**config.mk**
```make
export PLATFORM = sky130hd
export DESIGN_NAME = fifo_read_gray_ctrl_flat
export DESIGN_NICKNAME = d
export VERILOG_FILES = /design/src/rtl/fifo_read_gray_ctrl_pkg.sv /design/src/rtl/fifo_read_gray_ctrl_if.sv /design/src/rtl/fifo_read_gray_ctrl_gray_ptr_sync.sv /design/src/rtl/fifo_read_gray_ctrl.sv /design/src/flat_wrapper.sv
export SDC_FILE = /design/constraint.sdc
export NUM_CORES = 1
export LEC_CHECK = 0
export CAP_MARGIN = 20
export CORE_ASPECT_RATIO = 1.1
export CORE_MARGIN = 3
export CORE_UTILIZATION = 50
export CTS_BUF_LIST = sky130_fd_sc_hd__clkbuf_4
export DETAILED_ROUTE_END_ITERATION = 8
export GPL_TIMING_DRIVEN = 0
export HOLD_SLACK_MARGIN = 0.08
export PLACE_DENSITY_LB_ADDON = 0.12
export REMOVE_ABC_BUFFERS = 1
export SETUP_SLACK_MARGIN = 0.5
export SYNTH_ARGS = -nofsm -noshare
export SYNTH_HDL_FRONTEND = slang
export SYNTH_SLANG_ARGS = --single-unit
```
**constraint.sdc**
```tcl
create_clock -name rd_clk -period 20.7 [get_ports rd_clk]
set_input_delay 5.175 -clock rd_clk [delete_from_list [all_inputs] [get_ports rd_clk]]
set_output_delay 5.175 -clock rd_clk [all_outputs]
set_load 0.03 [all_outputs]
```
**src/rtl/fifo_read_gray_ctrl_pkg.sv**
```systemverilog
// Shared definitions for the fifo_cdcc read-side controller: Gray-code helpers
// and the default synchronizer depth, also used by the write-side controller.
package fifo_read_gray_ctrl_pkg;

    localparam int DEFAULT_SYNC_STAGES = 2;

    // Helpers work on a 64-bit container; callers zero-extend and truncate.
    function automatic logic [63:0] bin2gray(input logic [63:0] b);
        return b ^ (b >> 1);
    endfunction

    function automatic logic [63:0] gray2bin(input logic [63:0] g);
        logic [63:0] b;
        b[63] = g[63];
        for (int i = 62; i >= 0; i--) begin
            b[i] = b[i + 1] ^ g[i];
        end
        return b;
    endfunction

endpackage

```
**src/rtl/fifo_read_gray_ctrl_if.sv**
```systemverilog
// Output word stream of the read-side controller.
// Handshake: a word transfers on a clock edge where o_valid & i_ready; once raised,
// o_valid and o_data hold until that transfer, and o_valid never depends on i_ready.
interface fifo_read_gray_ctrl_if #(
    parameter int DATA_WIDTH = 32
);
    logic [DATA_WIDTH-1:0] o_data;
    logic                  o_valid;
    logic                  i_ready;

    modport master (output o_data, output o_valid, input i_ready);
    modport slave  (input o_data, input o_valid, output i_ready);
endinterface

```
**src/rtl/fifo_read_gray_ctrl_gray_ptr_sync.sv**
```systemverilog
// Multi-flop synchronizer for a Gray-coded pointer crossing clock domains.
module fifo_read_gray_ctrl_gray_ptr_sync #(
    parameter int WIDTH  = 5,
    parameter int STAGES = 2
) (
    input  logic             clk,
    input  logic             rst_n,
    input  logic [WIDTH-1:0] i_d,
    output logic [WIDTH-1:0] o_q
);

    (* ASYNC_REG = "TRUE" *) logic [WIDTH-1:0] r_sync [STAGES];

    always_ff @(posedge clk or negedge rst_n) begin
        if (!rst_n) begin
            for (int i = 0; i < STAGES; i++) begin
                r_sync[i] <= '0;
            end
        end else begin
            r_sync[0] <= i_d;
            for (int i = 1; i < STAGES; i++) begin
                r_sync[i] <= r_sync[i - 1];
            end
        end
    end

    assign o_q = r_sync[STAGES - 1];

endmodule

```
**src/rtl/fifo_read_gray_ctrl.sv**
```systemverilog
// Read-side pointer controller of the fifo_cdcc dual-clock FIFO: drains the BRAM
// through a 2-entry skid buffer and exports its Gray tail pointer to the writer.
module fifo_read_gray_ctrl
    import fifo_read_gray_ctrl_pkg::*;
#(
    parameter int INT_FIFO_PTR_BITS_CNT = 32,
    parameter int DATA_WIDTH            = 32,
    parameter int SYNC_STAGES           = DEFAULT_SYNC_STAGES
) (
    input  logic                             rd_clk,
    input  logic                             rd_rst_n,
    output logic                             read_en,
    output logic [INT_FIFO_PTR_BITS_CNT-1:0] o_rd_intptr,
    input  logic [DATA_WIDTH-1:0]            i_rd_data,
    output logic [INT_FIFO_PTR_BITS_CNT:0]   o_rd_grayptr,
    input  logic [INT_FIFO_PTR_BITS_CNT:0]   i_wr_grayptr,
    fifo_read_gray_ctrl_if.master            o_axis,
    output logic                             o_empty,
    output logic [INT_FIFO_PTR_BITS_CNT:0]   o_rd_level
);

    localparam int PTR_W = INT_FIFO_PTR_BITS_CNT + 1;

    logic [PTR_W-1:0]      r_tail;
    logic [PTR_W-1:0]      r_rd_gray;
    logic [PTR_W-1:0]      r_level;
    logic                  r_inflight;
    logic                  r_out_valid;
    logic [DATA_WIDTH-1:0] r_out_data;
    logic                  r_skid_valid;
    logic [DATA_WIDTH-1:0] r_skid_data;

    logic [PTR_W-1:0]      w_wr_gray_s;
    logic [PTR_W-1:0]      w_wr_bin;
    logic [PTR_W-1:0]      w_tail_gray;
    logic                  w_empty;
    logic                  w_pop;
    logic [1:0]            w_occ;
    logic [1:0]            w_occ_after_pop;
    logic                  w_read_en;

    fifo_read_gray_ctrl_gray_ptr_sync #(
        .WIDTH  (PTR_W),
        .STAGES (SYNC_STAGES)
    ) u_wr_ptr_sync (
        .clk   (rd_clk),
        .rst_n (rd_rst_n),
        .i_d   (i_wr_grayptr),
        .o_q   (w_wr_gray_s)
    );

    assign w_tail_gray = PTR_W'(bin2gray(64'(r_tail)));
    assign w_wr_bin    = PTR_W'(gray2bin(64'(w_wr_gray_s)));
    assign w_empty     = (w_tail_gray == w_wr_gray_s);

    // Reads in flight count against buffer space so the skid register never overflows.
    assign w_pop           = r_out_valid & o_axis.i_ready;
    assign w_occ           = {1'b0, r_out_valid} + {1'b0, r_skid_valid} + {1'b0, r_inflight};
    assign w_occ_after_pop = w_occ - {1'b0, w_pop};
    assign w_read_en       = ~w_empty & (w_occ_after_pop < 2'd2);

    always_ff @(posedge rd_clk or negedge rd_rst_n) begin
        if (!rd_rst_n) begin
            r_tail       <= '0;
            r_rd_gray    <= '0;
            r_level      <= '0;
            r_inflight   <= 1'b0;
            r_out_valid  <= 1'b0;
            r_out_data   <= '0;
            r_skid_valid <= 1'b0;
            r_skid_data  <= '0;
        end else begin
            r_rd_gray  <= w_tail_gray;
            r_level    <= w_wr_bin - r_tail;
            r_inflight <= w_read_en;
            if (w_read_en) begin
                r_tail <= r_tail + PTR_W'(1);
            end

            // Skid word moves up on a pop; the arriving BRAM word lands behind it.
            if (w_pop) begin
                if (r_skid_valid) begin
                    r_out_data   <= r_skid_data;
                    r_skid_valid <= r_inflight;
                    if (r_inflight) begin
                        r_skid_data <= i_rd_data;
                    end
                end else begin
                    r_out_valid <= r_inflight;
                    if (r_inflight) begin
                        r_out_data <= i_rd_data;
                    end
                end
            end else if (r_inflight) begin
                if (!r_out_valid) begin
                    r_out_valid <= 1'b1;
                    r_out_data  <= i_rd_data;
                end else begin
                    r_skid_valid <= 1'b1;
                    r_skid_data  <= i_rd_data;
                end
            end
        end
    end

    assign read_en        = w_read_en;
    assign o_rd_intptr    = r_tail[INT_FIFO_PTR_BITS_CNT-1:0];
    assign o_rd_grayptr   = r_rd_gray;
    assign o_rd_level     = r_level;
    assign o_empty        = w_empty;
    assign o_axis.o_valid = r_out_valid;
    assign o_axis.o_data  = r_out_data;

endmodule

```
**src/flat_wrapper.sv**
```systemverilog
// flat-port wrapper written by rule: the top's interface ports become plain ports
module fifo_read_gray_ctrl_flat import fifo_read_gray_ctrl_pkg::*;
#(
    parameter int INT_FIFO_PTR_BITS_CNT = 32,
    parameter int DATA_WIDTH            = 32,
    parameter int SYNC_STAGES           = DEFAULT_SYNC_STAGES
)
  (rd_clk, rd_rst_n, read_en, o_rd_intptr, i_rd_data, o_rd_grayptr, i_wr_grayptr, o_empty, o_rd_level, o_axis_o_data, o_axis_o_valid, o_axis_i_ready);
  fifo_read_gray_ctrl_if #(.DATA_WIDTH(DATA_WIDTH)) o_axis_i ();
  input  logic rd_clk;
  input  logic rd_rst_n;
  output logic read_en;
  output logic [INT_FIFO_PTR_BITS_CNT-1:0] o_rd_intptr;
  input  logic [DATA_WIDTH-1:0] i_rd_data;
  output logic [INT_FIFO_PTR_BITS_CNT:0] o_rd_grayptr;
  input  logic [INT_FIFO_PTR_BITS_CNT:0] i_wr_grayptr;
  output logic o_empty;
  output logic [INT_FIFO_PTR_BITS_CNT:0] o_rd_level;
  output wire logic [$bits(o_axis_i.o_data)-1:0] o_axis_o_data;
  output wire logic [$bits(o_axis_i.o_valid)-1:0] o_axis_o_valid;
  input wire logic [$bits(o_axis_i.i_ready)-1:0] o_axis_i_ready;
  assign o_axis_o_data = o_axis_i.o_data;
  assign o_axis_o_valid = o_axis_i.o_valid;
  assign o_axis_i.i_ready = o_axis_i_ready;
  fifo_read_gray_ctrl #(.INT_FIFO_PTR_BITS_CNT(INT_FIFO_PTR_BITS_CNT), .DATA_WIDTH(DATA_WIDTH), .SYNC_STAGES(SYNC_STAGES)) u_core (.rd_clk(rd_clk), .rd_rst_n(rd_rst_n), .read_en(read_en), .o_rd_intptr(o_rd_intptr), .i_rd_data(i_rd_data), .o_rd_grayptr(o_rd_grayptr), .i_wr_grayptr(i_wr_grayptr), .o_axis(o_axis_i), .o_empty(o_empty), .o_rd_level(o_rd_level));
endmodule
```
==> impl_metrics.ini, run 1 <==
[floorplanning]
core_sq_um = 20100
start_util = 0.516
die_area_sq_um = 22500
pin_count = 201
die_h_microns = 157
row_count = 54
die-width_microns = 143

[timing]
setup_viol = 0
fin_tns_setup_ps = 0
slew_violations = 0
holdWs_ps = 328
fin_skew_ps = 34.3
max-slew-margin-rel = 0.483
rsz0062_at_grt = false
min_period_ps = 13200
worstMarginPinSlew_ps = 768
hold_viol = 0
fmax_mhz = 75.8
period_share = 0.638

[critical_path]
reg2reg_depth = 43
crit_path_start_kind = input port
crit_type = in2out
critPathRequiredTime_ps = 15530
critPathMaxFanout = 8
cp.arrival_ps = 8020
cp-end-kind = output port

[run]
maxCapViolCount = 0

[cts]
post-cts-setup-buffers = 0
cts_max_level = 2
cts_tree = built
cts_root_buffer = clkbuf_4
clock_latency_ps = 680
clock-sinks = 232
clk_pin_slew_ps = 60
postCtsHoldBufs = 0
cts_max_path_buffers = 3
cts_resized = 0
numCtsBuffers = 61

[synthesis]
synth_top_family_by_area = XOR/XNOR gates
synthDistinctLibCells = 49
synth_area_leader_cell = dfrtp_1
ys_seq_elements = 232
yosysTopAreaCellShare = 0.560
ys_seq_area_frac = 0.560
avgSynthCellArea_sq_um = 12.5
synth.top_cells.by_area = dfrtp_1, ha_1, xnor2_1, mux2_2, mux2i_1
synthMuxAreaShare = 0.0667
synth-async-reset-ratio = 1.00
synth_fa_ha_area_frac = 0.0816
synth_xor_area_frac = 0.122
synth_compound_area_frac = 0.0632
syn_inst = 831
synth_warnings = 0
syn-cell-area_sq_um = 10400
yosys.area_share.simple = 0.0547
synth_ff_type = dfrtp_1
synth_edf_count = 0

[global_route]
grt_pass1_vias = 7111
antenna_found_initial = 1
grt_pass1_wl_mm = 35.7
track_usage = 0.201
grt_max_degree = 98
gr-total-overflow = 0

[place]
hpwl_mm = 16.1
place.gp.congestion = 0.836
placed_cell_area_sq_um = 12500
io_buffers = 200

[detailed_routing]
post-route-drc-count = 0
wl_per_cell_microns = 16.3
drtIter0Drc = 223
dr.pass1.iters = 4
drt-total-wl_mm = 22.0
avgViaCountPerCell = 4.90
ant_nets = 0
vias = 6612

[outcome]
status = complete, no violations

[layout]
fin_area_sq_um = 13200
syn_to_final_growth_pct = 27.8
drive_above_1_share = 0.129
multiInputGateArea_sq_um = 4040
register_area_sq_um = 5810
fill_cells = 1600
nNetsFinal = 1190

[worst_hold_path]
hold-path-cell-count = 0
hp-class = reg2reg

[power]
ir_drop_mv = 0.0829
power_density_nw_per_um2 = 161
p_leak_nw = 6.08
[cell type report]
| class | instances | area share |
|---|---|---|
| flip-flops and latches | 232 | 0.438 |
| multi-input cells | 489 | 0.305 |
| repair buffers | 205 | 0.160 |
| clock buffers | 84 | 0.0476 |
| well taps | 252 | 0.0238 |
| inverters | 66 | 0.0187 |
| clock inverters | 20 | 0.00595 |
| diodes | 1 | 0.000189 |
[cells in the mapped netlist, types with 4 or more instances]
| library cell | count |
|---|---|
| and3_1 | 5 |
| mux2i_1 | 33 |
| nand2_1 | 22 |
| xor3_1 | 6 |
| clkbuf_1 | 9 |
| nand4_1 | 8 |
| nand3_1 | 11 |
| mux2_2 | 32 |
| inv_1 | 66 |
| nor4_1 | 4 |
| o21a_1 | 8 |
| o21ai_0 | 20 |
| a21oi_1 | 51 |
| a21o_1 | 7 |
| nand2b_1 | 4 |
| xor2_1 | 26 |
| nor2_1 | 63 |
| ha_1 | 66 |
| dfrtp_1 | 232 |
| xnor2_1 | 78 |
| xor3_2 | 4 |
| buf_4 | 32 |
| a21boi_0 | 7 |
[stage by stage]
step,setup slack (ps),utilization,instances,total power [mW]
6_report,7500,0.660,1349,2.13
5_1_grt,7330,0.660,1349,2.30
4_1_cts,7480,0.660,1348,2.16
3_5_place_dp,7480,0.625,1244,1.78
3_3_place_gp,4760,0.618,1239,1.76
2_1_floorplan,8930,-,787,1.42
[sequential cells by signal (all words and copies together) (netlist names)]
| name | count |
|---|---|
| u_core.r_inflight | 1 |
| u_core.u_wr_ptr_sync.r_sync | 33 |
| u_core.o_axis.o_valid | 1 |
| u_core.r_tail | 33 |
| u_core.o_rd_grayptr | 33 |
| u_core.r_skid_valid | 1 |
| u_core.o_axis.o_data | 32 |
| u_core.u_wr_ptr_sync.o_q | 33 |
| u_core.r_skid_data | 32 |
| u_core.o_rd_level | 33 |
[per-layer routing]
| metal | wire [microns] | GRT usage |
|---|---|---|
| met2 | 10400 | 0.327 |
| met1 | 9240 | 0.251 |
| met5 | 0 | 0 |
| met4 | 365 | 0.0601 |
| met3 | 1910 | 0.0784 |
[placed cells by master, fill, tap and decap left out, drive strengths merged, types with 2 or more instances in the layout]
cell type	synthesis	layout
xor2	29	29
clkbuf	9	84
clkdlybuf4s50	0	199
nor3	3	3
o21bai	2	2
nand4	8	8
nand3	11	11
xnor3	2	2
o21a	8	8
inv	66	67
mux2i	33	33
nor2	63	63
a21oi	51	51
a21o	7	7
a21boi	7	7
xor3	10	10
and3	5	5
xnor2	79	79
ha	66	66
mux2	32	32
and2	3	3
o21ai	21	21
o22ai	3	3
clkinv	0	19
nand2	22	22
nor4	4	4
nand2b	4	4
dfrtp	232	232
buf	35	6
[critical path: stages]
cell             delay (ps)
clkdlybuf4s50_1         570
nand2_1                 100
ha_1                    290
ha_1                    280
a21oi_1                 160
xnor2_1                  80
nor2_1                  550
clkdlybuf4s50_1         810
[final timing paths]
| path | to | slack [ps] | from |
|---|---|---|---|
| worst max-delay path | read_en | 7500 | o_axis_i_ready |
| worst min register to register | u_core.u_wr_ptr_sync.o_q[4]$_DFF_PN0_ | 330 | u_core.u_wr_ptr_sync.r_sync[37]$_DFF_PN0_ |
| max in group asynchronous | u_core.r_skid_data[8]$_DFFE_PN0P_ | 15480 | rd_rst_n |
| worst min-delay path | u_core.u_wr_ptr_sync.o_q[4]$_DFF_PN0_ | 330 | u_core.u_wr_ptr_sync.r_sync[37]$_DFF_PN0_ |
| worst max register to register | u_core.o_rd_level[32]$_DFF_PN0_ | 9160 | u_core.u_wr_ptr_sync.o_q[32]$_DFF_PN0_ |
| min in group asynchronous | u_core.o_rd_level[1]$_DFF_PN0_ | 4390 | rd_rst_n |
[logic make-up after synthesis]
logic type               after synthesis
buffers and inverters                110
AND/OR/NAND/NOR                      127
multiplexers                          65
AO/OA/AOI/OAI                        110
adder cells (fa/ha/maj)               67
flip-flops                           232
XOR/XNOR                             120
[where the power goes]
| group | internal [mW] | switching, mW | total, mW |
|---|---|---|---|
| Combinational | 0.496 | 0.614 | 1.11 |
| Clock | 0.186 | 0.180 | 0.365 |
| Sequential | 0.589 | 0.0655 | 0.654 |
No activity file was read; power rests on OpenSTA's default activity.
==> run 2, diff against run 1 <==
--- a/config.mk
+++ b/config.mk
@@ -8,7 +8,7 @@
 export CAP_MARGIN = 20
 export CORE_ASPECT_RATIO = 1.1
 export CORE_MARGIN = 3
-export CORE_UTILIZATION = 50
+export CORE_UTILIZATION = 49
 export CTS_BUF_LIST = sky130_fd_sc_hd__clkbuf_4
 export DETAILED_ROUTE_END_ITERATION = 8
 export GPL_TIMING_DRIVEN = 0
==> constraint.sdc (replaced) <==
create_clock -name rd_clk -period 11.6 [get_ports rd_clk]
set_input_delay 2.9 -clock rd_clk [delete_from_list [all_inputs] [get_ports rd_clk]]
set_output_delay 2.9 -clock rd_clk [all_outputs]
set_load 0.03 [all_outputs]
==> run 2 against run 1 <==
  * Sequential power rose by 79%
  * Worst hold slack improved by 4.1 ps
  * Die area increased by 2.0%
  * Global-route usage fell by 0.45 points
  * Clock power is 76% higher
  * Clock skew increased by 15 ps
  * Total power grew 85%
  * Flip-flop and latch count unchanged
  * Register-to-register slack lost 8200 ps
==> impl_metrics.ini, run 2 (same netlist as run 1, synthesis figures left out) <==
[detailed_routing]
dr.pass1.iters = 4
post-route-drc-count = 0
drt-total-wl_mm = 21.8
drtIter0Drc = 216
vias = 6633
ant_nets = 0
avgViaCountPerCell = 4.85
wl_per_cell_microns = 16.0

[critical_path]
cpPeakStageDelay_ps = 450
reg2reg_to = u_core.o_rd_level[32]$_DFF_PN0_
crit_type = reg2reg
critPathTopFamily = XOR/XNOR gates
critPathRequiredTime_ps = 12190
r2r_start = u_core.u_wr_ptr_sync.o_q[31]$_DFF_PN0_
reg2reg_depth = 43
cp.arrival_ps = 11240
path_common_cell = xor3_2
critPathMaxFanout = 3
slowest_stage = xor3_2
cp-end-kind = flip-flop
crit_buf_inv = 1
crit_path_start_kind = flip-flop
reg2reg_slack_ps = 950

[timing]
period_share = 0.918
worstMarginPinSlew_ps = 855
fmax_mhz = 93.9
fin_skew_ps = 49.0
min_period_ps = 10650
slew_violations = 0
rsz0062_at_grt = true
setup_viol = 0
max-slew-margin-rel = 0.425
hold_viol = 0
fin_tns_setup_ps = 0

[floorplanning]
die-width_microns = 145
core_sq_um = 20600
pin_count = 201
die_area_sq_um = 22900
start_util = 0.502
row_count = 55
die_h_microns = 159

[layout]
fin_area_sq_um = 13400
nNetsFinal = 1199
final_cell_mix = dfrtp_1, clkdlybuf4s50_1, clkbuf_4
fill_cells = 1632
layout_commonest_cell = dfrtp_1
final_core_util = 0.651
drive_above_1_share = 0.152
syn_to_final_growth_pct = 29.7

[global_route]
grt_max_degree = 126
gr-total-overflow = 0
track_usage = 0.197
grt_pass1_vias = 6933
antenna_found_initial = 1
grt_pass1_wl_mm = 35.3

[place]
place.gp.congestion = 0.814
hpwl_mm = 15.9
placed_cell_area_sq_um = 12500
io_buffers = 200

[cts]
clock_latency_ps = 670
numCtsBuffers = 58
postCtsHoldBufs = 0
cts_tree = built
cts_root_buffer = clkbuf_4
cts_max_path_buffers = 3
cts_max_level = 2
clk_pin_slew_ps = 70
clock-sinks = 232

[worst_hold_path]
worstHoldStart = u_core.u_wr_ptr_sync.r_sync[35]$_DFF_PN0_
hold-path-cell-count = 0
whs_endpoint = u_core.u_wr_ptr_sync.o_q[2]$_DFF_PN0_
hp-class = reg2reg

[power]
power.internal_mw = 2.36
clkPwrFrac = 0.163
pwr-share-seq = 0.296
ir_drop_mv = 0.152
p_comb_frac = 0.541
p_leak_nw = 6.15
switchingPower_mw = 1.58
power_density_nw_per_um2 = 293
swShare = 0.401

[outcome]
status = complete, no violations

[run]
maxCapViolCount = 0
## run 2: changes by cell type in the layout (fill, tap and decap cells not counted), moves of 2 or more
cell / delta
xor3_1: -6
buf_4: +13
o21ai_0: -7
a21oi_2: +3
xor2_1: -2
o21ai_1: +5
xor3_2: +6
o21ai_2: +2
a21oi_1: -3
clkinv_1: +6
## run 2: routing by layer
metal,track usage,vias up,share of wire
met2,0.315,209,0.48
li1,-,3273,-
met1,0.246,3120,0.42
met4,0.0640,0,0.020
met5,0,-,0
met3,0.0775,31,0.085
## run 2: worst max-delay path by stage
stage	cells past startpoint	endpoint	start
2_1_floorplan	43	u_core.o_rd_level[32]$_DFF_PN0_	u_core.u_wr_ptr_sync.o_q[32]$_DFF_PN0_
6_report	43	u_core.o_rd_level[32]$_DFF_PN0_	u_core.u_wr_ptr_sync.o_q[31]$_DFF_PN0_
3_3_place_gp	1	u_core.o_axis.o_data[20]$_DFFE_PN0P_	rd_rst_n
5_1_grt	43	u_core.o_rd_level[32]$_DFF_PN0_	u_core.u_wr_ptr_sync.o_q[31]$_DFF_PN0_
4_1_cts	43	u_core.o_rd_level[32]$_DFF_PN0_	u_core.u_wr_ptr_sync.o_q[32]$_DFF_PN0_
3_5_place_dp	43	u_core.o_rd_level[32]$_DFF_PN0_	u_core.u_wr_ptr_sync.o_q[32]$_DFF_PN0_
## run 2: stage by stage
stage,setup WS (ps),instances,hold WS [ps],power [mW]
6_report,945,1368,333,3.94
5_1_grt,276,1368,346,4.26
4_1_cts,516,1354,343,3.88
3_5_place_dp,37.6,1247,335,3.18
3_3_place_gp,-2170,1243,333,3.14
2_1_floorplan,1520,787,331,2.53
## run 2: layout make-up
| cell class | instances | area, sq um | share of cell area |
|---|---|---|---|
| timing repair buffer | 217 | 2200 | 0.164 |
| clock inverter | 24 | 92.6 | 0.00689 |
| clock buffer | 83 | 623 | 0.0464 |
| multi-input combinational | 489 | 4140 | 0.308 |
| tap | 256 | 320 | 0.0238 |
| sequential | 232 | 5810 | 0.432 |
| antenna | 1 | 2.50 | 0.000186 |
| inverter | 66 | 248 | 0.0184 |
## run 2: power groups by stage
stage | clock network (mW) | registers (mW) | logic [mW]
final | 0.644 | 1.17 | 2.13
after CTS | 0.674 | 1.17 | 2.04
after global routing | 0.720 | 1.19 | 2.35
after floorplan | 0 | 1.45 | 1.08
after detailed placement | 0 | 1.18 | 2.00
after global placement | 0 | 1.18 | 1.96
## run 2: repair_timing
| action | 4_1_cts | 5_1_grt |
|---|---|---|
| pin swaps | 1 | 13 |
| endpoints found under the setup margin | 3 | 10 |
| setup buffers | 0 | 13 |
| gates resized for setup | 9 | 22 |
| endpoints found under the hold margin | 0 | 0 |
==> run 3, diff against run 2 <==
--- a/config.mk
+++ b/config.mk
@@ -16,6 +16,7 @@
 export PLACE_DENSITY_LB_ADDON = 0.12
 export REMOVE_ABC_BUFFERS = 1
 export SETUP_SLACK_MARGIN = 0.5
+export SKIP_CTS_REPAIR_TIMING = 1
 export SYNTH_ARGS = -nofsm -noshare
 export SYNTH_HDL_FRONTEND = slang
 export SYNTH_SLANG_ARGS = --single-unit
==> run 3 against run 2 <==
  * Routed wire length about the same
  * Cell count fell by 0.15%
  * Clock power is essentially flat
  * Fmax is 0.19% higher
  * Setup slack improved by 21 ps
  * Critical path depth stayed put
  * Sequential share of layout area is essentially flat
  * Sequential power is essentially flat
  * First-iteration DRC count rose by 6.0%
  * Cell area fell by 0.11%
  * Total power down 0.37%
  * Critical path type unchanged
==> impl_metrics.ini, run 3 (same netlist as run 1, synthesis figures left out) <==
[global_route]
grt_max_degree = 126
gr-total-overflow = 0
grt_pass1_wl_mm = 35.3
antenna_found_initial = 1
grt_pass1_vias = 6932
track_usage = 0.197

[detailed_routing]
wl_met1_mm = 9.07
wl_met3_mm = 1.86
drtIter0Drc = 229
top_layer = met4
wl_per_cell_microns = 16.0
dr.pass1.iters = 4
avgViaCountPerCell = 4.85
met2WireLength_mm = 10.5
post-route-drc-count = 0
drt-total-wl_mm = 21.8
ant_nets = 0
vias = 6622

[timing]
setup_viol = 0
slew_violations = 0
rsz0062_at_grt = true
hold_viol = 0
period_share = 0.917
fin_tns_setup_ps = 0
fin_ws_ps = 966
fin_skew_ps = 48.2
fmax_mhz = 94.0
min_period_ps = 10630
worstMarginPinSlew_ps = 869
max-slew-margin-rel = 0.415

[power]
fin_total_pwr_mw = 3.93
power_density_nw_per_um2 = 293
clkPwrFrac = 0.164
p_comb_frac = 0.539
pwr-share-seq = 0.297
switchingPower_mw = 1.58
power.internal_mw = 2.35
p_leak_nw = 6.14
ir_drop_mv = 0.152
swShare = 0.401

[place]
preCtsSetupSlack_ps = 37.6
io_buffers = 200
hpwl_mm = 15.9
dp.cells = 1247
place.gp.congestion = 0.814

[layout]
final_core_util = 0.650
drive_above_1_share = 0.151
nNetsFinal = 1197
final_cell_mix = dfrtp_1, clkdlybuf4s50_1, clkbuf_4
syn_to_final_growth_pct = 29.5
multiInputGateArea_sq_um = 4140
layout_commonest_cell = dfrtp_1
register_area_sq_um = 5810
fill_cells = 1634
stdcell_count = 1366

[floorplanning]
die_h_microns = 159
die_area_sq_um = 22900
start_util = 0.502
core_sq_um = 20600
row_count = 55
die-width_microns = 145
pin_count = 201

[critical_path]
reg2reg_depth = 43
critPathRequiredTime_ps = 12190
reg2reg_slack_ps = 970
crit_type = reg2reg
critPathMaxFanout = 3
reg2reg_to = u_core.o_rd_level[32]$_DFF_PN0_
r2r_start = u_core.u_wr_ptr_sync.o_q[31]$_DFF_PN0_
cp-end-kind = flip-flop
slowest_stage = xor3_2
cpPeakStageDelay_ps = 450
path_common_cell = xor3_2
cp.arrival_ps = 11220
crit_path_start_kind = flip-flop

[cts]
clock_latency_ps = 670
cts_max_level = 2
cts_root_buffer = clkbuf_4
numCtsBuffers = 58
clock-sinks = 232
clk_pin_slew_ps = 70
cts_max_path_buffers = 3
cts_tree = built

[worst_hold_path]
whs_endpoint = u_core.u_wr_ptr_sync.o_q[2]$_DFF_PN0_
hold-path-cell-count = 0
worstHoldStart = u_core.u_wr_ptr_sync.r_sync[35]$_DFF_PN0_
hp-class = reg2reg

[outcome]
status = complete, no violations

[run]
maxCapViolCount = 0
==> run 3: cell types whose count changed in the layout (fill, tap and decap cells not counted) <==
cell      delta
buf_4        -2
o21ai_0      +2
o21ai_1      -2
a21boi_0     -1
a21boi_1     +1
==> run 3: how the worst max path moves through the flow <==
stage | start | to | slack [ps] | cells past startpoint
finish | u_core.u_wr_ptr_sync.o_q[31]$_DFF_PN0_ | u_core.o_rd_level[32]$_DFF_PN0_ | 970 | 43
global route | u_core.u_wr_ptr_sync.o_q[31]$_DFF_PN0_ | u_core.o_rd_level[32]$_DFF_PN0_ | 280 | 43
CTS | u_core.u_wr_ptr_sync.o_q[32]$_DFF_PN0_ | u_core.o_rd_level[32]$_DFF_PN0_ | -20 | 43
detailed placement | u_core.u_wr_ptr_sync.o_q[32]$_DFF_PN0_ | u_core.o_rd_level[32]$_DFF_PN0_ | 40 | 43
global placement | rd_rst_n | u_core.o_axis.o_data[20]$_DFFE_PN0P_ | -2170 | 1
floorplan | u_core.u_wr_ptr_sync.o_q[32]$_DFF_PN0_ | u_core.o_rd_level[32]$_DFF_PN0_ | 1520 | 43
==> run 3: worst max-delay path: cells and delay by family, from the launching register on <==
family                   cells  cell delay, ps
AO/OA/AOI/OAI               19            3750
XOR/XNOR                    21            5710
adder cells (fa/ha/maj)      2             580
buffers and inverters        1              50
flip-flops                   1             440
==> run 3: stage by stage <==
stage / hold WS (ps) / instance area, sq um
6_report: 334 / 13400
5_1_grt: 346 / 13400
4_1_cts: 343 / 13200
3_5_place_dp: 335 / 12500
3_3_place_gp: 333 / 12400
2_1_floorplan: 331 / 10100
==> run 3: power groups by stage <==
| stage | logic [mW] | clock network, mW | registers (mW) |
|---|---|---|---|
| after detailed placement | 2.00 | 0 | 1.18 |
| after floorplan | 1.08 | 0 | 1.45 |
| after CTS | 2.01 | 0.674 | 1.17 |
| after global routing | 2.34 | 0.720 | 1.19 |
| after global placement | 1.96 | 0 | 1.18 |
| final | 2.12 | 0.643 | 1.17 |
==> run 3: layer usage <==
metal,up-vias,GRT usage
met5,-,0
met4,0,0.0640
met3,31,0.0775
met2,204,0.315
met1,3119,0.246
li1,3268,-
==> run 3: cell type report <==
cell class	count	area share
flip-flops and latches	232	0.433
multi-input cells	489	0.309
repair buffers	215	0.163
clock buffers	83	0.0464
well taps	256	0.0239
inverters	66	0.0185
clock inverters	24	0.00690
diodes	1	0.000186
